$ cat config.mk
export PLATFORM = sky130hd
export DESIGN_NAME = mode_control
export DESIGN_NICKNAME = d
export VERILOG_FILES = /design/src/rtl/mode_control.sv
export SDC_FILE = /design/constraint.sdc
export NUM_CORES = 1
export LEC_CHECK = 0
export ABC_AREA = 1
export BUFFER_PORTS_ARGS = -buffer_cell sky130_fd_sc_hd__buf_2
export CAP_MARGIN = 20
export CORE_ASPECT_RATIO = 0.9
export CORE_MARGIN = 4
export CORE_UTILIZATION = 60
export DETAILED_ROUTE_END_ITERATION = 6
export GPL_TIMING_DRIVEN = 0
export PLACE_DENSITY_LB_ADDON = 0.3
export SYNTH_ARGS = -nofsm -noshare
export SYNTH_HDL_FRONTEND = slang
export SYNTH_SLANG_ARGS = --single-unit
$ cat constraint.sdc
create_clock -name clk -period 1.91 [get_ports clk]
set_clock_uncertainty 0.2 [all_clocks]
set_input_delay 0.382 -clock clk [delete_from_list [all_inputs] [get_ports clk]]
set_output_delay 0.382 -clock clk [all_outputs]
set_load 0.01 [all_outputs]
$ cat src/rtl/mode_control.sv
// Button front end for pulse_generator: synchronises and debounces up/down/clear buttons,
// steps a pending mode and commits it to the mode output only on a PWM period boundary.

module mode_debounce #(
  parameter int DB_CYCLES     = 16,
  parameter int CNT_W         = 20,
  parameter int REPEAT_CYCLES = 0
) (
  input  logic       clk,
  input  logic       rst,
  input  logic       level,
  output logic       press,
  output logic [1:0] state
);

  typedef enum logic [1:0] {
    RELEASED     = 2'd0,
    PRESS_WAIT   = 2'd1,
    HELD         = 2'd2,
    RELEASE_WAIT = 2'd3
  } db_state_t;

  localparam logic [CNT_W-1:0] ONE      = CNT_W'(1);
  localparam logic [CNT_W-1:0] DB_LAST  = CNT_W'(DB_CYCLES - 1);
  localparam logic [CNT_W-1:0] RPT_LAST = CNT_W'((REPEAT_CYCLES > 0) ? REPEAT_CYCLES - 1 : 0);

  db_state_t        state_q, state_d;
  logic [CNT_W-1:0] cnt_q, cnt_d;
  logic [CNT_W-1:0] rpt_q, rpt_d;

  assign state = state_q;

  always_ff @(posedge clk or negedge rst) begin
    if (!rst) begin
      state_q <= RELEASED;
      cnt_q   <= '0;
      rpt_q   <= '0;
    end else begin
      state_q <= state_d;
      cnt_q   <= cnt_d;
      rpt_q   <= rpt_d;
    end
  end

  // rpt_d defaults to zero so the repeat timer restarts whenever HELD is left
  always_comb begin
    state_d = state_q;
    cnt_d   = cnt_q;
    rpt_d   = '0;
    press   = 1'b0;
    case (state_q)
      RELEASED: begin
        if (level) begin
          if (DB_CYCLES <= 1) begin
            state_d = HELD;
            cnt_d   = '0;
            press   = 1'b1;
          end else begin
            state_d = PRESS_WAIT;
            cnt_d   = ONE;
          end
        end
      end
      PRESS_WAIT: begin
        if (!level) begin
          state_d = RELEASED;
          cnt_d   = '0;
        end else if (cnt_q >= DB_LAST) begin
          state_d = HELD;
          cnt_d   = '0;
          press   = 1'b1;
        end else begin
          cnt_d = cnt_q + ONE;
        end
      end
      HELD: begin
        if (!level) begin
          if (DB_CYCLES <= 1) begin
            state_d = RELEASED;
            cnt_d   = '0;
          end else begin
            state_d = RELEASE_WAIT;
            cnt_d   = ONE;
          end
        end else if (REPEAT_CYCLES > 0) begin
          if (rpt_q >= RPT_LAST) begin
            press = 1'b1;
            rpt_d = '0;
          end else begin
            rpt_d = rpt_q + ONE;
          end
        end
      end
      RELEASE_WAIT: begin
        if (level) begin
          state_d = HELD;
          cnt_d   = '0;
        end else if (cnt_q >= DB_LAST) begin
          state_d = RELEASED;
          cnt_d   = '0;
        end else begin
          cnt_d = cnt_q + ONE;
        end
      end
      default: begin
        state_d = RELEASED;
        cnt_d   = '0;
      end
    endcase
  end

endmodule

module mode_control #(
  parameter int DB_CYCLES     = 16,
  parameter int CNT_W         = 20,
  parameter int REPEAT_CYCLES = 0,
  parameter int MODE_MAX      = 15,
  parameter int WRAP          = 1
) (
  input  logic       clk,
  input  logic       rst,
  input  logic       btn_up,
  input  logic       btn_down,
  input  logic       btn_clr,
  input  logic       period_end,
  output logic [3:0] mode,
  output logic       mode_changed,
  output logic       pending,
  output logic [5:0] debug_state
);

  localparam logic [3:0] MAX_M = 4'(MODE_MAX);

  logic [2:0] sync1, sync2;
  logic       ev_up, ev_dn, ev_clr;
  logic [3:0] pend_q, pend_d;

  // bit order in the synchroniser and debug bus: {clr, down, up}
  always_ff @(posedge clk or negedge rst) begin
    if (!rst) begin
      sync1 <= '0;
      sync2 <= '0;
    end else begin
      sync1 <= {btn_clr, btn_down, btn_up};
      sync2 <= sync1;
    end
  end

  mode_debounce #(.DB_CYCLES(DB_CYCLES), .CNT_W(CNT_W), .REPEAT_CYCLES(REPEAT_CYCLES)) u_db_up (
    .clk(clk), .rst(rst), .level(sync2[0]), .press(ev_up), .state(debug_state[1:0])
  );

  mode_debounce #(.DB_CYCLES(DB_CYCLES), .CNT_W(CNT_W), .REPEAT_CYCLES(REPEAT_CYCLES)) u_db_down (
    .clk(clk), .rst(rst), .level(sync2[1]), .press(ev_dn), .state(debug_state[3:2])
  );

  mode_debounce #(.DB_CYCLES(DB_CYCLES), .CNT_W(CNT_W), .REPEAT_CYCLES(0)) u_db_clr (
    .clk(clk), .rst(rst), .level(sync2[2]), .press(ev_clr), .state(debug_state[5:4])
  );

  always_comb begin
    pend_d = pend_q;
    if (ev_clr) begin
      pend_d = 4'd0;
    end else if (ev_up && !ev_dn) begin
      if (pend_q >= MAX_M) pend_d = (WRAP != 0) ? 4'd0 : MAX_M;
      else                 pend_d = pend_q + 4'd1;
    end else if (ev_dn && !ev_up) begin
      if (pend_q == 4'd0)  pend_d = (WRAP != 0) ? MAX_M : 4'd0;
      else                 pend_d = pend_q - 4'd1;
    end
  end

  // commit samples pend_q, i.e. the value before any event landing on this same edge
  always_ff @(posedge clk or negedge rst) begin
    if (!rst) begin
      pend_q       <= 4'd0;
      mode         <= 4'd0;
      mode_changed <= 1'b0;
    end else begin
      pend_q       <= pend_d;
      mode_changed <= 1'b0;
      if (period_end && (pend_q != mode)) begin
        mode         <= pend_q;
        mode_changed <= 1'b1;
      end
    end
  end

  assign pending = (pend_q != mode);

endmodule

* Yosys cells after proc, flatten, opt, wreduce, memory -nomap -nowiden
Index checks and enable logic that the tools add are counted. Widths: inputs -> output; s select.
Storage, ports and cells: register bits 81, input bits 6, output and inout bits 12, logic and storage cells 112
Cells by class: add/subtract/negate cells 5, $lt $le $gt $ge 4, equality and inequality tests 22, muxes and demuxes 54, reduce and logical (&&, ||, !) cells 16
Operator list (count):
- $mux 20 | 15
- $pmux 20 s4 | 3
- $add 20x1->20 const B | 3
- $ge 20x4->1 const B | 3
- $mux 2 | 18
- $pmux 2 s4 | 3
- $mux 4 | 5
- $ne 3x2->1 const B | 6
- $eq 2x2->1 const B | 6
- $ne 2x2->1 const B | 6
- $reduce_and 4->1 | 3
- $mux 1 | 10
- $eq 2x1->1 const B | 3
- $logic_not 2->1 | 3
- $reduce_and 2->1 | 3
- $add 4x1->4 const B | 1
- $ge 4x4->1 const B | 1
- $logic_not 4->1 | 1
- $ne 4x4->1 | 1
- $sub 4x1->4 const B | 1
- $logic_and 1x1->1 | 3
- $reduce_bool 3->1 | 1
- $logic_not 1->1 | 2

* Longest topological paths before layout
Gate-level depths: netlist of the first run.
depth in word-level cells 9, depth in mapped cells 11, gate-level depth less buffers 11

* Cells and area by module
A second synthesis of the first run with hierarchy kept.
Second synthesis, totals: cells, all modules 384, area, all modules 3519.6 um^2
Modules (own cells, without submodules):
- mode_debounce (u_db_clr ...) | times used 2, cells an instance 97, area each 904.6 um^2, sequential area each 550.5 um^2
- mode_debounce (u_db_up) | times used 1, cells an instance 106, area each 930.9 um^2, sequential area each 550.5 um^2
- mode_control | times used 1, cells an instance 84, area each 779.5 um^2, sequential area each 375.4 um^2

* Worst setup path before layout of the first run
No wires, ideal clock.
path kind reg-to-reg, start point register u_db_up.cnt_q[0], end point register pend_q[1], setup time 118 ps, arrival 1370 ps, data required time 1592 ps, slack 222 ps, stages on the path, launching flop included 12, buffers on the path 0, clock period less this slack 1688 ps, path through dfrtp_1 ha_1 nand3_1 nand3_1 nor2_2 nand2_2 nand2_1 nand3_2 nand2_4 inv_2 nand3_1 nand2_1
On the way: word-level cells in the longest chain between the ends 7, elaborated cells on any way between the ends 10, those cells by class order compare: 1; mux: 5; reduce/logical: 4
RTL lines:
- from (decl) | RTL line 28 | logic [CNT_W-1:0] cnt_q, cnt_d;
- from (signal assigned) | RTL line 40 | cnt_q <= cnt_d;
- $ge 20x4->1 * | RTL line 68 | end else if (cnt_q >= DB_LAST) begin
- $mux 1 * | RTL line 68
- $mux 1 * | RTL line 65 | if (!level) begin
- $mux 1 * | RTL line 51 | case (state_q)
- $logic_and 1x1->1 or $logic_not 1->1 (tied branches) | RTL line 166, 169
- $mux 4 or $logic_and 1x1->1 (tied branches) | RTL line 166, 169
- $mux 4 or $reduce_bool 3->1 (tied branches)
- to (signal assigned) | RTL line 182 | pend_q <= pend_d;
- to (decl) | RTL line 137 | logic [3:0] pend_q, pend_d;
Mark *: on every way between the ends. The rest lies on a longest branch, timed or not. A chain may end at the register's enable or synchronous reset.

* Final worst setup path of the first run
start point register u_db_up.cnt_q[0], end point register pend_q[2]
Same word-level chain as after synthesis.

==> summary.txt, run 1 <==
Status
  • Status: complete, no violations

Logic synthesis
  • Mapped Cells: 365
  • Top-area cell type share of the netlist area: 58.7%
  • Distinct cells, synth: 31
  • Compound-Gate Fraction of Synth Area: 5.55%
  • Adder-Cell Fraction of Synth Area: 1.81%
  • Sequential-to-total area share from yosys stat: 58.7%
  • Synth area leaders: dfrtp_1 (59%), nor2_1 (8.2%), inv_1 (7.3%), nand2_1 (4.0%), nand3_1 (3.5%)
  • Simple-gate share of the synthesized area: 21.6%
  • Synth Flop Type: dfrtp_1
  • Synth cell count leaders: dfrtp_1 (81), nor2_1 (75), inv_1 (67)
  • Mean Syn Cell Area: 9.45 µm²
  • Area leader, netlist: dfrtp_1
  • Xor and xnor fraction of the mapped netlist area: 4.02%
  • Main combinational cell family by area after synthesis: simple AND/OR/NAND/NOR gates
  • Post-synthesis register bit count: 81
  • EDFF count, synth: 0
  • Mux contribution to synthesized area: 0%
  • Synth Cell Area: 3450 µm²
  • YS warnings: 0
  • Syn nets: 376
  • Synth async-reset ratio: 100%
  • Most frequent cell after synthesis: dfrtp_1

Floorplanning
  • Row cnt: 25
  • Io pins: 18
  • Core Area: 5410 µm²
  • Starting Density: 63.8%
  • Die Wd: 87.9 µm
  • Die area: 7030 µm²
  • Die height: 79.9 µm

STA
  • Setup TNS: 0 ns
  • RSZ-0062 raised after global routing: yes
  • Period utilization: 97.8%
  • Final slew viol count: 0
  • F_max: 536 MHz
  • Slew @ Worst Pin: 0.391 ns
  • Slew headroom: 73.8%
  • # setup viols final: 0
  • Min Tclk post-route: 1.87 ns
  • Final count of hold timing violations: 0

Clocking
  • Clock Path Buffers: 2
  • Clock Sinks: 81
  • CTS root buffer: clkbuf_8
  • Latest clock arrival within the worst-skew pair: 0.35 ns
  • CTS Buf Count: 9
  • CTS tree: built
  • H-tree depth: 3
  • Worst-path clk slew: 0.07 ns

Global routing
  • GRT overflow: 0
  • First-pass GRT wire length: 9.97 mm
  • Antenna violations before repair: 0
  • Number of global-route vias before repair: 2372
  • Gr usage total: 18.4%
  • Largest net degree at the start of global routing: 60

Final layout
  • # fillers: 384
  • Fraction of layout cells with a size suffix above 1: 19.2%
  • Nets: 418
  • Antenna diodes: 0
  • Area grow syn2layout: 16.5%
  • Design Area, Final: 4020 µm²
  • Post-route insts no fill: 479

Detailed routing
  • Residual DRC: 0
  • Initial drt markers: 130
  • Via Count: 2345
  • Drt pass-1 iters: 4
  • Mean number of vias per cell: 4.90
  • Routed len/inst: 12.1 µm
  • Final WL: 5.79 mm
  • Post-route ant nets: 0

Pwr
  • Total power: 4530 µW
  • VDD IR max: 0.799 mV
  • Register share of total power: 46.3%
  • Sw Share: 32.0%
  • Part of the power in the clock network: 28.5%
  • Psw: 1450 µW
  • Combinational power share: 25.2%
  • Pleak: 0.00198 µW
  • P_int: 3080 µW
  • Pwr Density: 1130 nW/µm²

Worst setup path
  • Critical path type: reg2reg
  • Required @ worst endpoint: 1.95 ns
  • Worst EP arrival: 1.90 ns
  • CP Capture Type: flop
  • Crit Path Max Fanout: 6
  • Type of origin of the critical path: flop

Place
  • PortBufs: 17
  • Final HPWL DP: 3.87 mm
  • Placed insts: 450
  • Dpl cell area: 3650 µm²
  • Final RePlAce weighted congestion: 0.849

Worst hold path
  • Min-Delay Path Class: in2reg

Job
  • Max cap viols: 0
## flip-flops by register name, indices dropped and copies added, names as in the netlist, 3 cells and up, named ones only
name             count
mode                 4
pend_q               4
sync1                3
sync2                3
u_db_clr.cnt_q      20
u_db_down.cnt_q     20
u_db_up.cnt_q       20
## worst paths after layout
check                                  from                   to  slack [ns]  depth (start not counted)
max                        u_db_up.cnt_q[0]            pend_q[2]        0.04                         11
min                              period_end         mode_changed        0.14                          2
max reg2reg                u_db_up.cnt_q[0]            pend_q[2]        0.04                         11
min reg2reg                        sync1[0]             sync2[0]        0.15                          0
max in group asynchronous               rst            pend_q[1]        0.66                          3
min in group asynchronous               rst  u_db_down.cnt_q[14]        0.27                          2
## critical path, cell delays in order, from the launching register on
cell and delay (ns):
dfrtp_1 0.39, ha_2 0.22, nand3_2 0.09, nand3_2 0.09, nor2_4 0.05, buf_6 0.11
a21oi_4 0.22, nand2_4 0.11, nand2_4 0.10, inv_2 0.06, nand3_2 0.05, nand2_1 0.05
## placed cells by master, fill, tap and decap left out, types with 5 or more instances in the layout
cell type / n
dfrtp_1: 77
nor2_1: 74
a21oi_1: 9
o21ai_0: 10
nand3_1: 20
clkbuf_8: 9
inv_1: 66
nand2_4: 5
nand2_1: 36
buf_2: 19
nand4_1: 7
buf_4: 11
xor2_1: 9
nand3_2: 5
## cell type report
cell class / instances / area, µm² / share of cell area, %
multi-input cells: 210 / 1180 / 29.4
inverters: 69 / 262 / 6.50
clock buffers: 13 / 139 / 3.45
clock inverters: 3 / 65.1 / 1.62
well taps: 67 / 83.8 / 2.08
plain buffers: 3 / 15.0 / 0.373
flip-flops and latches: 81 / 2030 / 50.5
repair buffers: 33 / 241 / 6.00
## cell families (layout without fill, tap and decap cells)
| logic type | count (synthesis) | in the layout |
|---|---|---|
| xor gates and xnor gates | 15 | 15 |
| adders and majority gates | 5 | 5 |
| and+or+nand+nor | 160 | 160 |
| DFF | 81 | 81 |
| buffers and inverters | 74 | 121 |
| AOI/OAI and AO/OA | 30 | 30 |
## metrics by stage
stage               setup WS, ns  hold slack (ns)  utilization [%]
floorplan                  0.222           -0.114                -
finish                    0.0429            0.135             74.3
global placement          -0.281            0.132             66.9
detailed placement       -0.0146           0.0959             67.4
CTS                      0.00543            0.117             72.5
global route             -0.0451            0.116             74.3
## power groups by stage
| stage | logic, µW | clock network (µW) | registers, µW |
|---|---|---|---|
| final | 1140 | 1290 | 2100 |
| after global placement | 1020 | 0 | 2110 |
| after global routing | 1290 | 1420 | 2120 |
| after CTS | 1110 | 1340 | 2090 |
| after detailed placement | 1060 | 0 | 2120 |
| after floorplan | 699 | 0 | 2130 |
## timing repair
action | CTS | global route
resized for setup | 8 | 10
pin swaps | 2 | 8
hold buffers | 4 | 0
setup buffers | 2 | 9
endpoints found under the hold margin | 25 | 0
setup endpoints to repair | 4 | 6
## per-layer routing
metal  track usage [%]  vias to the layer above  wire (µm)  part of all wire (%)
li1                  -                     1199          -                     -
met1              22.3                     1103       2620                    45
met2              30.1                       34       2860                    49
met3              6.50                        9        237                   4.1
met4              7.06                        0         75                   1.3
met5                 0                        -          0                     0
Power figures use the tool's default switching activity.
==> run 2, diff against run 1 <==
--- a/config.mk
+++ b/config.mk
@@ -7,13 +7,14 @@
 export LEC_CHECK = 0
 export ABC_AREA = 1
 export BUFFER_PORTS_ARGS = -buffer_cell sky130_fd_sc_hd__buf_2
-export CAP_MARGIN = 20
+export CAP_MARGIN = 5
 export CORE_ASPECT_RATIO = 0.9
 export CORE_MARGIN = 4
-export CORE_UTILIZATION = 60
+export CORE_UTILIZATION = 55
 export DETAILED_ROUTE_END_ITERATION = 6
 export GPL_TIMING_DRIVEN = 0
 export PLACE_DENSITY_LB_ADDON = 0.3
 export SYNTH_ARGS = -nofsm -noshare
 export SYNTH_HDL_FRONTEND = slang
+export SYNTH_HIERARCHICAL = 1
 export SYNTH_SLANG_ARGS = --single-unit
==> run 2 against run 1 <==
Effect of this change:
- critical path depth down 7
- synthesized area rose by 2.0%
- utilization is 6.8 points lower
- highest routed layer unchanged
- largest cell class unchanged
- via count up 2.9%
- total power is 5.2% higher
- worst setup slack worse by 0.00067 ns
- largest power group unchanged
- critical endpoint is now pending
- sequential cell count did not move
- global-route usage fell by 2.0 points
==> summary.txt, run 2 <==
Status
  • Status: complete, no violations

Clocking
  • Clock Path Buffers: 2
  • CTS Buf Count: 9
  • Latest clock arrival within the worst-skew pair: 0.35 ns
  • CTS tree: built
  • Clock Sinks: 81
  • Worst-path clk slew: 0.08 ns
  • CTS root buffer: clkbuf_8
  • H-tree depth: 3

Pwr
  • VDD IR max: 0.581 mV
  • Pwr Density: 1140 nW/µm²
  • Pleak: 0.00208 µW

STA
  • Slew @ Worst Pin: 0.301 ns
  • Final slew viol count: 0
  • RSZ-0062 raised after global routing: yes
  • Setup WS post-layout: 0.0423 ns
  • Period utilization: 97.8%
  • F_max: 535 MHz
  • # setup viols final: 0
  • Slew headroom: 80.0%
  • Setup TNS: 0 ns
  • Final count of hold timing violations: 0
  • Min Tclk post-route: 1.87 ns

Final layout
  • Design Area, Final: 4170 µm²
  • Fraction of layout cells with a size suffix above 1: 22.7%
  • Antenna diodes: 0
  • Leading cell type in the layout, fill and taps excluded: dfrtp_1
  • Largest registers: u_db_clr/cnt_q: 20 flops, u_db_down/cnt_q: 20 flops, u_db_up/cnt_q: 20 flops
  • Area grow syn2layout: 18.5%
  • Commonest cells after routing, fill and taps aside: dfrtp_1 (78), nor2_1 (74), inv_1 (72)
  • Final core utilization: 67.5%
  • Nets: 438

Worst setup path
  • Crit Path Max Fanout: 3
  • CP Capture Type: output port
  • Critical path type: reg2out
  • Required @ worst endpoint: 1.33 ns
  • Worst EP arrival: 1.29 ns
  • Type of origin of the critical path: flop

Job
  • Max cap viols: 0

Logic synthesis
  • Synth Cell Area: 3520 µm²
  • Synth Flop Type: dfrtp_1
  • Mapped Cells: 384
  • EDFF count, synth: 0
  • Synth cell count leaders: dfrtp_1 (81), inv_1 (76), nor2_1 (74)
  • Top-area cell type share of the netlist area: 57.6%
  • Area leader, netlist: dfrtp_1
  • Mean Syn Cell Area: 9.17 µm²
  • Sequential-to-total area share from yosys stat: 57.6%
  • Syn nets: 395
  • Distinct cells, synth: 27
  • Post-synthesis register bit count: 81
  • YS warnings: 6
  • Most frequent cell after synthesis: dfrtp_1
  • Synth async-reset ratio: 100%
  • Synth area leaders: dfrtp_1 (58%), inv_1 (8.1%), nor2_1 (7.9%), nand2_1 (5.5%), nand3_1 (3.8%)

Place
  • Place WS: -0.0430 ns
  • Final HPWL DP: 3.79 mm
  • Final RePlAce weighted congestion: 0.747
  • Dpl cell area: 3740 µm²
  • PortBufs: 17

Detailed routing
  • Post-route ant nets: 0
  • Routed len/inst: 10.8 µm
  • Final WL: 5.59 mm
  • Via Count: 2413
  • Mean number of vias per cell: 4.65
  • Residual DRC: 0
  • Drt pass-1 iters: 4
  • Initial drt markers: 87

Floorplanning
  • Io pins: 18
  • Core Area: 6180 µm²
  • Die height: 83.9 µm
  • Starting Density: 56.9%
  • Die Wd: 92.3 µm
  • Row cnt: 27
  • Die area: 7740 µm²

Global routing
  • Gr usage total: 16.4%
  • First-pass GRT wire length: 10.1 mm
  • Number of global-route vias before repair: 2382
  • Largest net degree at the start of global routing: 64
  • GRT overflow: 0
  • Antenna violations before repair: 0

Worst hold path
  • Min-Delay Path Class: in2reg
-- run 2: changes by cell type in the layout (fill, tap and decap cells not counted), moves of 5 or more --
cell / before / now
inv_1: 66 / 72
a21oi_1: 9 / 1
nor2_2: 1 / 7
nand2_1: 36 / 51
nand4_1: 7 / 2
inv_2: 2 / 8
-- run 2: cell type report --
class	instances	area (µm²)
Clock inverter	6	114
Timing Repair Buffer	34	245
Multi-Input combinational cell	217	1190
Sequential cell	81	2030
Clock buffer	10	138
Fill cell	497	2010
Tap cell	87	109
Inverter	81	307
Buffer	3	33.8
-- run 2: kinds of logic (layout without fill, tap and decap cells) --
family,after synthesis,after routing,synth area share [%]
compound gates,20,20,3.66
simple gates,174,174,22.0
xor+xnor,11,11,2.74
buf+inv,86,134,10.1
mux,7,7,2.13
flops,81,81,57.6
fa+ha+maj,5,5,1.78
-- run 2: critical path, cell delays in order (launching register included) --
cell and delay (ns):
dfrtp_1 0.40, xor2_1 0.16, nor2_1 0.16, nand2_1 0.07, buf_2 0.13
-- run 2: worst paths after layout --
path | startpoint | to | slack [ns] | cells past startpoint
max | mode[0] | pending | 0.04 | 4
min reg2reg | sync1[0] | sync2[0] | 0.15 | 0
min | period_end | mode[2] | 0.15 | 2
max reg2reg | u_db_up/cnt_q[1] | pend_q[0] | 0.12 | 12
min in group asynchronous | rst | u_db_down/cnt_q[19] | 0.24 | 2
max in group asynchronous | rst | u_db_clr/cnt_q[3] | 0.70 | 3
-- run 2: where the power goes --
part | internal [µW] | total [µW] | switching, µW | leakage (µW)
registers | 1870 | 2040 | 168 | 0.00109
logic | 481 | 1200 | 720 | 0.000876
clock network | 908 | 1520 | 613 | 0.000119
-- run 2: through the flow --
stage,total power (µW),hold WS (ns),cells
final,4760,0.147,519
after global routing,5060,0.149,519
after CTS,4780,0.129,516
after detailed placement,3190,0.0806,489
after global placement,3140,0.132,488
after floorplan,2850,-0.114,384
-- run 2: per-layer routing --
metal	routed length (µm)	up-vias	track usage, %
met5	0	-	0
met4	76	0	6.21
met3	218	7	5.50
met2	2710	31	26.0
met1	2580	1138	20.9
li1	-	1237	-
-- run 2: what timing repair did --
action | 4_1_cts | 5_1_grt
pin swaps | 4 | 7
gates resized for setup | 9 | 14
setup endpoints to repair | 5 | 5
setup buffers | 8 | 4
hold buffers | 4 | 0
hold endpoints to repair | 21 | 0
